$ cat src/rtl/spi_pkg.sv
`default_nettype none
// ============================================================================
//  Module      : spi_pkg
//  Description : Shared constants and types for the SPI slave physical layer.
//                SPI_WORD_W  - default word length in bits
//                SPI_TX_IDLE - default word shifted out when the TX buffer is
//                              empty at a word boundary
//                spi_phy_state_t - frame state (IDLE / ACTIVE)
//  Revision    : 1.0 - initial release
// ============================================================================
package spi_pkg;

    localparam int                    SPI_WORD_W  = 16;
    localparam logic [SPI_WORD_W-1:0] SPI_TX_IDLE = 16'h0000;

    typedef enum logic [0:0] {
        IDLE   = 1'b0,
        ACTIVE = 1'b1
    } spi_phy_state_t;

endpackage : spi_pkg
`default_nettype wire

$ cat src/rtl/spi_sync_edge.sv
`default_nettype none
// ============================================================================
//  Module      : spi_sync_edge
//  Description : STAGES-flop synchroniser for one asynchronous pad input, with
//                optional single-cycle rise/fall strobes.
//  Ports       : i_clk    - sampling clock
//                i_rst_n  - synchronous active-low reset
//                i_async  - asynchronous pad input
//                o_sync   - synchronised level (last synchroniser stage)
//                o_rise   - 1-cycle strobe on a synchronised 0->1 (EDGES=1)
//                o_fall   - 1-cycle strobe on a synchronised 1->0 (EDGES=1)
//  Parameters  : STAGES (>=2), EDGES (strobes present), RST_VAL (reset level)
//  Revision    : 1.0 - initial release
// ============================================================================
module spi_sync_edge #(
    parameter int STAGES  = 2,
    parameter bit EDGES   = 1'b1,
    parameter bit RST_VAL = 1'b0
) (
    input  logic i_clk,
    input  logic i_rst_n,
    input  logic i_async,
    output logic o_sync,
    output logic o_rise,
    output logic o_fall
);

    logic [STAGES-1:0] r_sync;

    always_ff @(posedge i_clk) begin
        if (!i_rst_n) begin
            r_sync <= {STAGES{RST_VAL}};
        end else begin
            r_sync <= {r_sync[STAGES-2:0], i_async};
        end
    end

    assign o_sync = r_sync[STAGES-1];

    generate
        if (EDGES) begin : g_edges
            // Edge history flop: the strobe fires in the same cycle the new
            // level appears on o_sync, so plain-synchronised companion inputs
            // (same STAGES) are sampled with identical age.
            logic r_prev;

            always_ff @(posedge i_clk) begin
                if (!i_rst_n) begin
                    r_prev <= RST_VAL;
                end else begin
                    r_prev <= r_sync[STAGES-1];
                end
            end

            assign o_rise =  r_sync[STAGES-1] & ~r_prev;
            assign o_fall = ~r_sync[STAGES-1] &  r_prev;
        end else begin : g_no_edges
            assign o_rise = 1'b0;
            assign o_fall = 1'b0;
        end
    endgenerate

endmodule : spi_sync_edge
`default_nettype wire

$ cat src/rtl/spi_slave_phy.sv
`default_nettype none
// ============================================================================
//  Module      : spi_slave_phy
//  Description : SPI slave physical layer, mode 0 (CPOL=0, CPHA=0), MSB first,
//                fixed WIDTH-bit words. Pads are synchronised into i_clk
//                (i_clk must be >= 4x SCK). RX words are presented with a
//                1-cycle valid pulse; TX words come from a single-entry buffer.
//  Ports       : i_clk, i_rst_n       - clock, synchronous active-low reset
//                i_sck, i_mosi        - SPI clock / data-in pads (async)
//                i_csn_pad            - SPI chip select pad, active-low
//                o_miso, o_miso_oe    - SPI data out and its output enable
//                o_rx_data/o_rx_valid - received word and update pulse
//                i_tx_data/i_tx_valid - TX buffer write
//                o_txe                - TX buffer empty
//                o_csn                - synchronised chip select
//                o_err_ovr, o_err_udr, i_err_clr - sticky error flags
//                                       (only with SPI_PHY_ERR_FLAGS_EN)
//  Config      : `define SPI_PHY_ERR_FLAGS_EN adds the error flag ports.
//  Revision    : 1.0 - initial release
// ============================================================================
module spi_slave_phy
    import spi_pkg::*;
#(
    parameter int               WIDTH       = SPI_WORD_W,
    parameter int               SYNC_STAGES = 2,
    parameter logic [WIDTH-1:0] TX_IDLE     = WIDTH'(SPI_TX_IDLE)
) (
    input  logic             i_clk,
    input  logic             i_rst_n,
    input  logic             i_sck,
    input  logic             i_mosi,
    input  logic             i_csn_pad,
    output logic             o_miso,
    output logic             o_miso_oe,
    output logic [WIDTH-1:0] o_rx_data,
    output logic             o_rx_valid,
    input  logic [WIDTH-1:0] i_tx_data,
    input  logic             i_tx_valid,
    output logic             o_txe,
`ifdef SPI_PHY_ERR_FLAGS_EN
    output logic             o_err_ovr,
    output logic             o_err_udr,
    input  logic             i_err_clr,
`endif
    output logic             o_csn
);

    localparam int              CNT_W      = $clog2(WIDTH);
    localparam logic [CNT_W-1:0] C_LAST_BIT = CNT_W'(WIDTH - 1);

    // ------------------------------------------------------------------
    // Pad synchronisers
    // ------------------------------------------------------------------
    logic w_sck_rise;
    logic w_sck_fall;
    logic w_sck_sync_unused;
    logic w_mosi_sync;
    logic w_mosi_rise_unused;
    logic w_mosi_fall_unused;
    logic w_csn_sync;
    logic w_csn_rise_unused;
    logic w_csn_fall_unused;

    spi_sync_edge #(
        .STAGES  (SYNC_STAGES),
        .EDGES   (1'b1),
        .RST_VAL (1'b0)
    ) u_sync_sck (
        .i_clk   (i_clk),
        .i_rst_n (i_rst_n),
        .i_async (i_sck),
        .o_sync  (w_sck_sync_unused),
        .o_rise  (w_sck_rise),
        .o_fall  (w_sck_fall)
    );

    spi_sync_edge #(
        .STAGES  (SYNC_STAGES),
        .EDGES   (1'b0),
        .RST_VAL (1'b0)
    ) u_sync_mosi (
        .i_clk   (i_clk),
        .i_rst_n (i_rst_n),
        .i_async (i_mosi),
        .o_sync  (w_mosi_sync),
        .o_rise  (w_mosi_rise_unused),
        .o_fall  (w_mosi_fall_unused)
    );

    spi_sync_edge #(
        .STAGES  (SYNC_STAGES),
        .EDGES   (1'b0),
        .RST_VAL (1'b1)
    ) u_sync_csn (
        .i_clk   (i_clk),
        .i_rst_n (i_rst_n),
        .i_async (i_csn_pad),
        .o_sync  (w_csn_sync),
        .o_rise  (w_csn_rise_unused),
        .o_fall  (w_csn_fall_unused)
    );

    // ------------------------------------------------------------------
    // Registers
    // ------------------------------------------------------------------
    spi_phy_state_t   r_state;
    spi_phy_state_t   w_state_nxt;

    logic [CNT_W-1:0] r_bit_cnt;
    logic             r_wrapped;     // last SCK rise completed a word
    logic             r_word_done;   // one-cycle delayed publish of the word
    logic [WIDTH-1:0] r_rx_shift;
    logic [WIDTH-1:0] r_rx_data;
    logic             r_rx_valid;
    logic [WIDTH-1:0] r_tx_shift;
    logic [WIDTH-1:0] r_tx_buf;
    logic             r_tx_full;

    logic             w_active;
    logic             w_frame_start;
    logic             w_boundary_load;
    logic             w_load;
    logic [WIDTH-1:0] w_load_word;

    // ------------------------------------------------------------------
    // FSM: state register
    // ------------------------------------------------------------------
    always_ff @(posedge i_clk) begin
        if (!i_rst_n) begin
            r_state <= IDLE;
        end else begin
            r_state <= w_state_nxt;
        end
    end

    // ------------------------------------------------------------------
    // FSM: next state and load decisions
    // ------------------------------------------------------------------
    always_comb begin
        w_state_nxt     = r_state;
        w_frame_start   = 1'b0;
        w_active        = 1'b0;
        w_boundary_load = 1'b0;
        w_load          = 1'b0;
        w_load_word     = r_tx_full ? r_tx_buf : TX_IDLE;

        case (r_state)
            IDLE: begin
                if (!w_csn_sync) begin
                    w_state_nxt   = ACTIVE;
                    w_frame_start = 1'b1;
                end
            end
            ACTIVE: begin
                if (w_csn_sync) begin
                    w_state_nxt = IDLE;
                end else begin
                    w_active = 1'b1;
                end
            end
            default: begin
                w_state_nxt = IDLE;
            end
        endcase

        // The first fall after a word-completing rise reloads instead of shifting.
        w_boundary_load = w_active & w_sck_fall & r_wrapped;
        w_load          = w_frame_start | w_boundary_load;
    end

    // ------------------------------------------------------------------
    // Datapath
    // ------------------------------------------------------------------
    always_ff @(posedge i_clk) begin
        if (!i_rst_n) begin
            r_bit_cnt   <= '0;
            r_wrapped   <= 1'b0;
            r_word_done <= 1'b0;
            r_rx_shift  <= '0;
            r_rx_data   <= '0;
            r_rx_valid  <= 1'b0;
            r_tx_shift  <= '0;
            r_tx_buf    <= '0;
            r_tx_full   <= 1'b0;
        end else begin
            r_word_done <= 1'b0;
            r_rx_valid  <= r_word_done;
            if (r_word_done) begin
                r_rx_data <= r_rx_shift;
            end

            // Receive side. Leaving the frame discards any partial word by
            // rewinding the counter; the shift register itself is refilled
            // completely before it is published again, so it is not cleared
            // (clearing could corrupt a word whose publish is one cycle away).
            if (!w_active) begin
                r_bit_cnt <= '0;
                r_wrapped <= 1'b0;
            end else if (w_sck_rise) begin
                r_rx_shift <= {r_rx_shift[WIDTH-2:0], w_mosi_sync};
                if (r_bit_cnt == C_LAST_BIT) begin
                    r_bit_cnt   <= '0;
                    r_word_done <= 1'b1;
                    r_wrapped   <= 1'b1;
                end else begin
                    r_bit_cnt <= r_bit_cnt + 1'b1;
                end
            end else if (w_sck_fall) begin
                r_wrapped <= 1'b0;
            end

            // Transmit shift register
            if (w_load) begin
                r_tx_shift <= w_load_word;
            end else if (w_active && w_sck_fall) begin
                r_tx_shift <= {r_tx_shift[WIDTH-2:0], 1'b0};
            end

            // Single-entry TX buffer: a write in the same cycle as a load
            // keeps the new word while the load takes the old one.
            if (i_tx_valid) begin
                r_tx_buf  <= i_tx_data;
                r_tx_full <= 1'b1;
            end else if (w_load) begin
                r_tx_full <= 1'b0;
            end
        end
    end

`ifdef SPI_PHY_ERR_FLAGS_EN
    // ------------------------------------------------------------------
    // Sticky error flags (set wins over clear)
    // ------------------------------------------------------------------
    logic r_err_ovr;
    logic r_err_udr;
    logic w_ovr_set;
    logic w_udr_set;

    assign w_ovr_set = i_tx_valid & r_tx_full & ~w_load;
    assign w_udr_set = w_boundary_load & ~r_tx_full;

    always_ff @(posedge i_clk) begin
        if (!i_rst_n) begin
            r_err_ovr <= 1'b0;
            r_err_udr <= 1'b0;
        end else begin
            if (w_ovr_set) begin
                r_err_ovr <= 1'b1;
            end else if (i_err_clr) begin
                r_err_ovr <= 1'b0;
            end
            if (w_udr_set) begin
                r_err_udr <= 1'b1;
            end else if (i_err_clr) begin
                r_err_udr <= 1'b0;
            end
        end
    end

    assign o_err_ovr = r_err_ovr;
    assign o_err_udr = r_err_udr;
`endif

    // ------------------------------------------------------------------
    // Outputs
    // ------------------------------------------------------------------
    assign o_miso     = (r_state == ACTIVE) & r_tx_shift[WIDTH-1];
    assign o_miso_oe  = ~w_csn_sync;
    assign o_csn      = w_csn_sync;
    assign o_rx_data  = r_rx_data;
    assign o_rx_valid = r_rx_valid;
    assign o_txe      = ~r_tx_full;

endmodule : spi_slave_phy
`default_nettype wire

$ cat config.mk
export PLATFORM = sky130hd
export DESIGN_NAME = spi_slave_phy
export DESIGN_NICKNAME = d
export VERILOG_FILES = /design/src/rtl/spi_pkg.sv /design/src/rtl/spi_sync_edge.sv /design/src/rtl/spi_slave_phy.sv
export SDC_FILE = /design/constraint.sdc
export NUM_CORES = 1
export LEC_CHECK = 0
export BUFFER_PORTS_ARGS = -buffer_cell sky130_fd_sc_hd__buf_2
export CELL_PAD_IN_SITES_DETAIL_PLACEMENT = 0
export CELL_PAD_IN_SITES_GLOBAL_PLACEMENT = 2
export CORE_UTILIZATION = 32
export DETAILED_ROUTE_END_ITERATION = 10
export HOLD_SLACK_MARGIN = 0.05
export PLACE_DENSITY = 0.82
export SYNTH_ARGS = -nofsm -noshare
export SYNTH_HDL_FRONTEND = slang
export SYNTH_SLANG_ARGS = --single-unit
$ cat constraint.sdc
create_clock -name i_clk -period 1.1 [get_ports i_clk]
set_input_delay 0.055 -clock i_clk [delete_from_list [all_inputs] [get_ports i_clk]]
set_output_delay 0.055 -clock i_clk [all_outputs]
set_load 0.005 [all_outputs]
== Word level (Yosys, flattened, before mapping) ==
Cells that the tools add are included.
Operators by class
  $add $sub $neg: 1
  multiply operators: 0
  divide/modulo/power cells: 0
  magnitude comparators: 0
  equality and inequality tests: 2
  shifts and indexed selects: 0
  muxes and demuxes: 13
  bitwise gates (word level): 10
  reductions and logical operators: 8
Operator list (count)
  16-bit two-way mux: 3
  1-bit two-way mux: 9
  2-bit AND reduction: 3
  2-bit nonzero test: 3
  1-bit AND: 5
  4-bit by 1-bit adder with 4-bit output, second input constant: 1
  4-bit == test, second input constant: 1
  4-bit two-way mux: 1
  1-bit inverter: 4
  3-bit AND reduction: 1
  2-bit != test, second input constant: 1
  1-bit logical AND: 1
  1-bit OR: 1
Storage, ports and cells
  flip-flop bits (word level): 80
  bits in latches: 0
  bits in writable memories: 0
  memory bits (read-only): 0
  bits of input ports: 22
  output and inout port bits: 21
  logic and storage cells: 48
  memories: 0

== Logic depth before layout (Yosys ltp) ==
  depth after elaboration: 7
  depth in mapped cells: 6
  mapped depth without buffers: 4

== By module ==
From an unflattened synthesis, not the netlist that was laid out.
Unflattened totals
  cells, all modules: 316
  area total of the unflattened synthesis: 3229.3 µm²
By module, submodules not included
  spi_slave_phy: times used 1, cells an instance 294, area an instance 2995.4 µm², seq. area each 1461.4 µm²
  spi_sync_edge (u_sync_csn ...): times used 2, cells an instance 7, area an instance 71.3 µm², seq. area each 40.0 µm²
  spi_sync_edge (u_sync_sck): times used 1, cells an instance 8, area an instance 91.3 µm², seq. area each 60.1 µm²

== Least setup slack after synthesis ==
Ideal clock, no wire load.
  kind: register to register
  start point: register u_sync_sck.r_sync[1]
  end point: register r_rx_shift[11]
  library setup time: 118 ps
  data arrival time: 1023 ps
  required time: 982 ps
  slack: -41 ps
  cell stages (with the launch flop): 6
  path buffers: 1
  clock period less this slack: 1141 ps
  cells stage by stage: dfxtp_1 -> nor2b_4 -> nand3_1 -> buf_2 -> nand2_1 -> a21boi_2
Between the ends
  cells in the longest elaborated chain, start to end: 2
Ends and longest elaborated chain
  start, declared: line spi_sync_edge.sv:28  | logic [STAGES-1:0] r_sync;
  start signal, assigned: line spi_sync_edge.sv:32  | r_sync <= {STAGES{RST_VAL}};
  start signal, assigned: line spi_sync_edge.sv:34  | r_sync <= {r_sync[STAGES-2:0], i_async};
  1-bit AND: line spi_sync_edge.sv:55  | assign o_rise = r_sync[STAGES-1] & ~r_prev;
  2-bit AND reduction (no line)
  end signal, assigned: line spi_slave_phy.sv:200  | r_rx_shift <= {r_rx_shift[WIDTH-2:0], w_mosi_sync};
  end, declared: line spi_slave_phy.sv:112  | logic [WIDTH-1:0] r_rx_shift;
No other way between the ends.
A chain may end at the register's enable or synchronous reset.

== Final worst setup path ==
  start point: register u_sync_sck.r_sync[1]
  end point: register r_rx_shift[10]
The elaborated chain is that of the path after synthesis.

==> summary.txt <==
Route
  – Starting DRT DRC Count: 89
  – DRT Wirelength: 6.70 mm
  – Via count: 2421
  – Final ANT Viol Nets: 0
  – Via density per instance: 4.59
  – DRC Markers: 0
  – Wirelength per Cell: 12.7 um
  – 1st-pass router iterations: 4

Floorplanning
  – Chip Width: 101 um
  – Die Span Y: 101 um
  – FP Rows: 35
  – Die area: 10300 um2
  – IO Count: 43
  – Initial core utilization: 33.6%
  – Core area: 9420 um2

Cells and area
  – Fillers: 912
  – Ant. Diodes: 0
  – Share of layout cells above drive strength 1: 32.2%
  – Area grow syn2layout: 33.9%
  – Fin nets: 417
  – Fin util: 45.0%

Setup path
  – Crit path DAT: 1470 ps
  – FF-to-FF setup slack: -90 ps
  – Worst r2r dst: r_rx_shift[10]$_SDFFE_PN0P_
  – CP Capture Type: flip-flop
  – WP data required: 1380 ps
  – Worst reg2reg path depth: 5
  – Crit Path Category: reg -> reg
  – Crit start category: flip-flop
  – Worst flop-to-flop path startpoint: u_sync_sck.r_sync[1]$_SDFF_PN0_
  – Worst Path Max Fanout: 8

STA
  – Max-slew violation count: 0
  – Worst-Margin Slew: 264 ps
  – Final hold vios: 0
  – Fmax: 840 MHz
  – Final worst slack: -90.5 ps
  – Worst hold margin: 121 ps
  – RSZ-0062 raised after global routing: yes
  – Relative slew margins: 82.4%
  – Clock Skews: 13.6 ps
  – Final setup vio count: 36
  – Fin crit period: 1190 ps
  – Fin crit share: 108%

Synthesis
  – Post-synth top flop: dfxtp_1
  – Post-synth ARST share: 0%
  – Synth Area per Inst: 9.82 um2
  – Synth area leaders: dfxtp_1, mux2i_1, nand2_1
  – Synthesized area: 3160 um2
  – Register area share after synthesis: 50.6%
  – Largest area contributor in the netlist: dfxtp_1
  – Post-synth top area share: 50.6%
  – Flops & latches, synth: 80
  – Ys Warns: 0
  – Post-Syn Nets: 345
  – EDFF count, synth: 0
  – Yosys cell types: 30
  – Post-Syn Instances: 322
  – Count leader, synth: dfxtp_1
  – Most common library cells after synthesis: dfxtp_1, nand2_1, nor2b_1, mux2i_1, nand3_1

GRT
  – Gr ovfl total: 0
  – GR Util All Layers: 14.0%
  – Initial antenna violation count: 0
  – Global-route wire length before repair: 11.0 mm
  – Largest net degree at the start of global routing: 34
  – Vias in the first global route: 2288

Place
  – GP Congestion: 0.737
  – Port buffer count: 42
  – Post-DP HPWL: 3.86 mm

Clock network
  – TritonCTS clock tree: built
  – Clock root cell: clkbuf_8
  – Clock buffer depth: 2
  – H-tree lvl count: 3
  – Clk_lat worst skew: 350 ps
  – Clock Sinks: 80
  – Total CTS buffers: 9
  – Clock transition at path regs: 80 ps

Power and ir drop
  – Sequential Power Share: 51.6%
  – Pint: 4.59 mW
  – LEAKAGE: 1.75 nW
  – Switching Share: 21.3%
  – Clk pwr share: 41.2%
  – Comb pwr share: 7.2%
  – Net switching power: 1.25 mW
  – Worst vdd ir: 539 uV
  – Pwr dens: 1380 nW/um2

Run status
  – Violated checks: negative setup slack
  – Outcome: complete, but fails checks

Worst hold path
  – Hold endpoint: r_tx_buf[15]$_SDFFE_PN0P_
  – Tightest Hold Check Type: in -> reg
  – Hold Crit Depth: 3
  – Hold_sp: i_tx_valid

Flow run
  – Number of max-cap violations: 0
## layout make-up
type	instances	area, um2	share of cell area (%)
Clock buffer	12	155	3.66
Clock inverter	3	65.1	1.54
Inverter	2	7.51	0.177
Multi-Input combinational cell	219	1580	37.4
Sequential cell	80	1620	38.2
Tap cell	129	161	3.81
Timing Repair Buffer	82	643	15.2
## logic make-up after synthesis
kind of cell    share of synthesized area [%]
simple gates                             22.8
flops                                    50.6
compound gates                           11.6
mux                                      10.1
buf+inv                                  4.19
xor+xnor                                0.277
fa+ha+maj                               0.396
## power by group through the flow
stage	Sequential (mW)	Combinational, mW	Clock, mW
after floorplan	3.07	0.218	0
after global placement	3.09	0.299	0
after detailed placement	3.09	0.303	0
after CTS	3.02	0.403	2.47
after global routing	3.02	0.457	2.63
final	3.01	0.418	2.41
## flip-flops by register name, indices dropped and copies added, names as in the netlist
signal,count
r_bit_cnt,4
u_sync_csn.r_sync,2
u_sync_sck.g_edges.r_prev,1
r_tx_buf,16
r_word_done,1
o_rx_data,16
r_tx_shift,16
r_tx_full,1
r_wrapped,1
u_sync_mosi.r_sync,2
r_rx_shift,16
r_state,1
o_rx_valid,1
u_sync_sck.r_sync,2
## metal layers
metal | global-route usage (%) | vias to the layer above | share of wire, %
li1 | - | 1236 | -
met1 | 17.1 | 1139 | 48
met2 | 23.1 | 37 | 47
met3 | 4.42 | 9 | 3.6
met4 | 5.02 | 0 | 1.0
met5 | 0 | - | 0
## through the flow
step / area [um2] / setup WS, ps / power (mW) / std cells / setup TNS [ps]
after floorplan: 3180 / -25.2 / 3.29 / 322 / -292
final: 4230 / -90.5 / 5.84 / 527 / -2130
after global routing: 4230 / -170 / 6.10 / 527 / -4550
after detailed placement: 3560 / -88.3 / 3.40 / 483 / -2260
after global placement: 3560 / -75.9 / 3.39 / 483 / -1860
after CTS: 4150 / -99.0 / 5.90 / 526 / -2420
## worst max path at each step
stage | from | end | slack [ps]
6_report | u_sync_sck.r_sync[1]$_SDFF_PN0_ | r_rx_shift[10]$_SDFFE_PN0P_ | -90
4_1_cts | u_sync_sck.r_sync[1]$_SDFF_PN0_ | r_tx_shift[2]$_SDFFE_PN0P_ | -100
2_1_floorplan | u_sync_sck.r_sync[1]$_SDFF_PN0_ | r_rx_shift[11]$_SDFFE_PN0P_ | -30
3_5_place_dp | u_sync_sck.r_sync[1]$_SDFF_PN0_ | r_tx_shift[2]$_SDFFE_PN0P_ | -90
3_3_place_gp | r_tx_full$_SDFFE_PN0P_ | r_tx_shift[2]$_SDFFE_PN0P_ | -80
5_1_grt | u_sync_sck.r_sync[1]$_SDFF_PN0_ | r_rx_shift[3]$_SDFFE_PN0P_ | -170
## timing repair
| action | in CTS | in global routing |
|---|---|---|
| hold buffers | 20 | 0 |
| hold endpoints to repair | 20 | 0 |
| setup buffers | 4 | 3 |
| setup endpoints to repair | 37 | 42 |
| gates resized for setup | 22 | 31 |
| pin swaps | 12 | 10 |
| gates cloned | 4 | 0 |
## worst max-delay path: stages (launching register included)
cell and delay (ps):
dfxtp_2 350, buf_6 100, nor2b_4 200, and3_4 290
nand2_2 70, a21boi_2 120
## cell usage in the layout, fill, tap and decap left out, types with 2 or more instances in the layout
cell	netlist	routed
o211a_1	15	15
nand2_1	55	46
a21oi_2	1	2
mux2i_1	32	32
buf_6	2	6
dlygate4sd3_1	0	20
buf_2	7	41
nand3_1	32	16
nand2b_1	4	3
clkbuf_8	0	11
a21boi_1	0	6
dfxtp_4	0	4
nor2b_1	33	33
nand3_2	0	16
nand2_2	0	9
bufinv_16	0	2
and2_1	7	6
dfxtp_1	80	75
and3_4	0	2
buf_12	0	3
nor2_1	6	6
a21oi_1	4	2
nand4_1	2	2
buf_4	5	11
a21boi_2	10	10
Note: power is estimated with default switching activity, not from simulation.
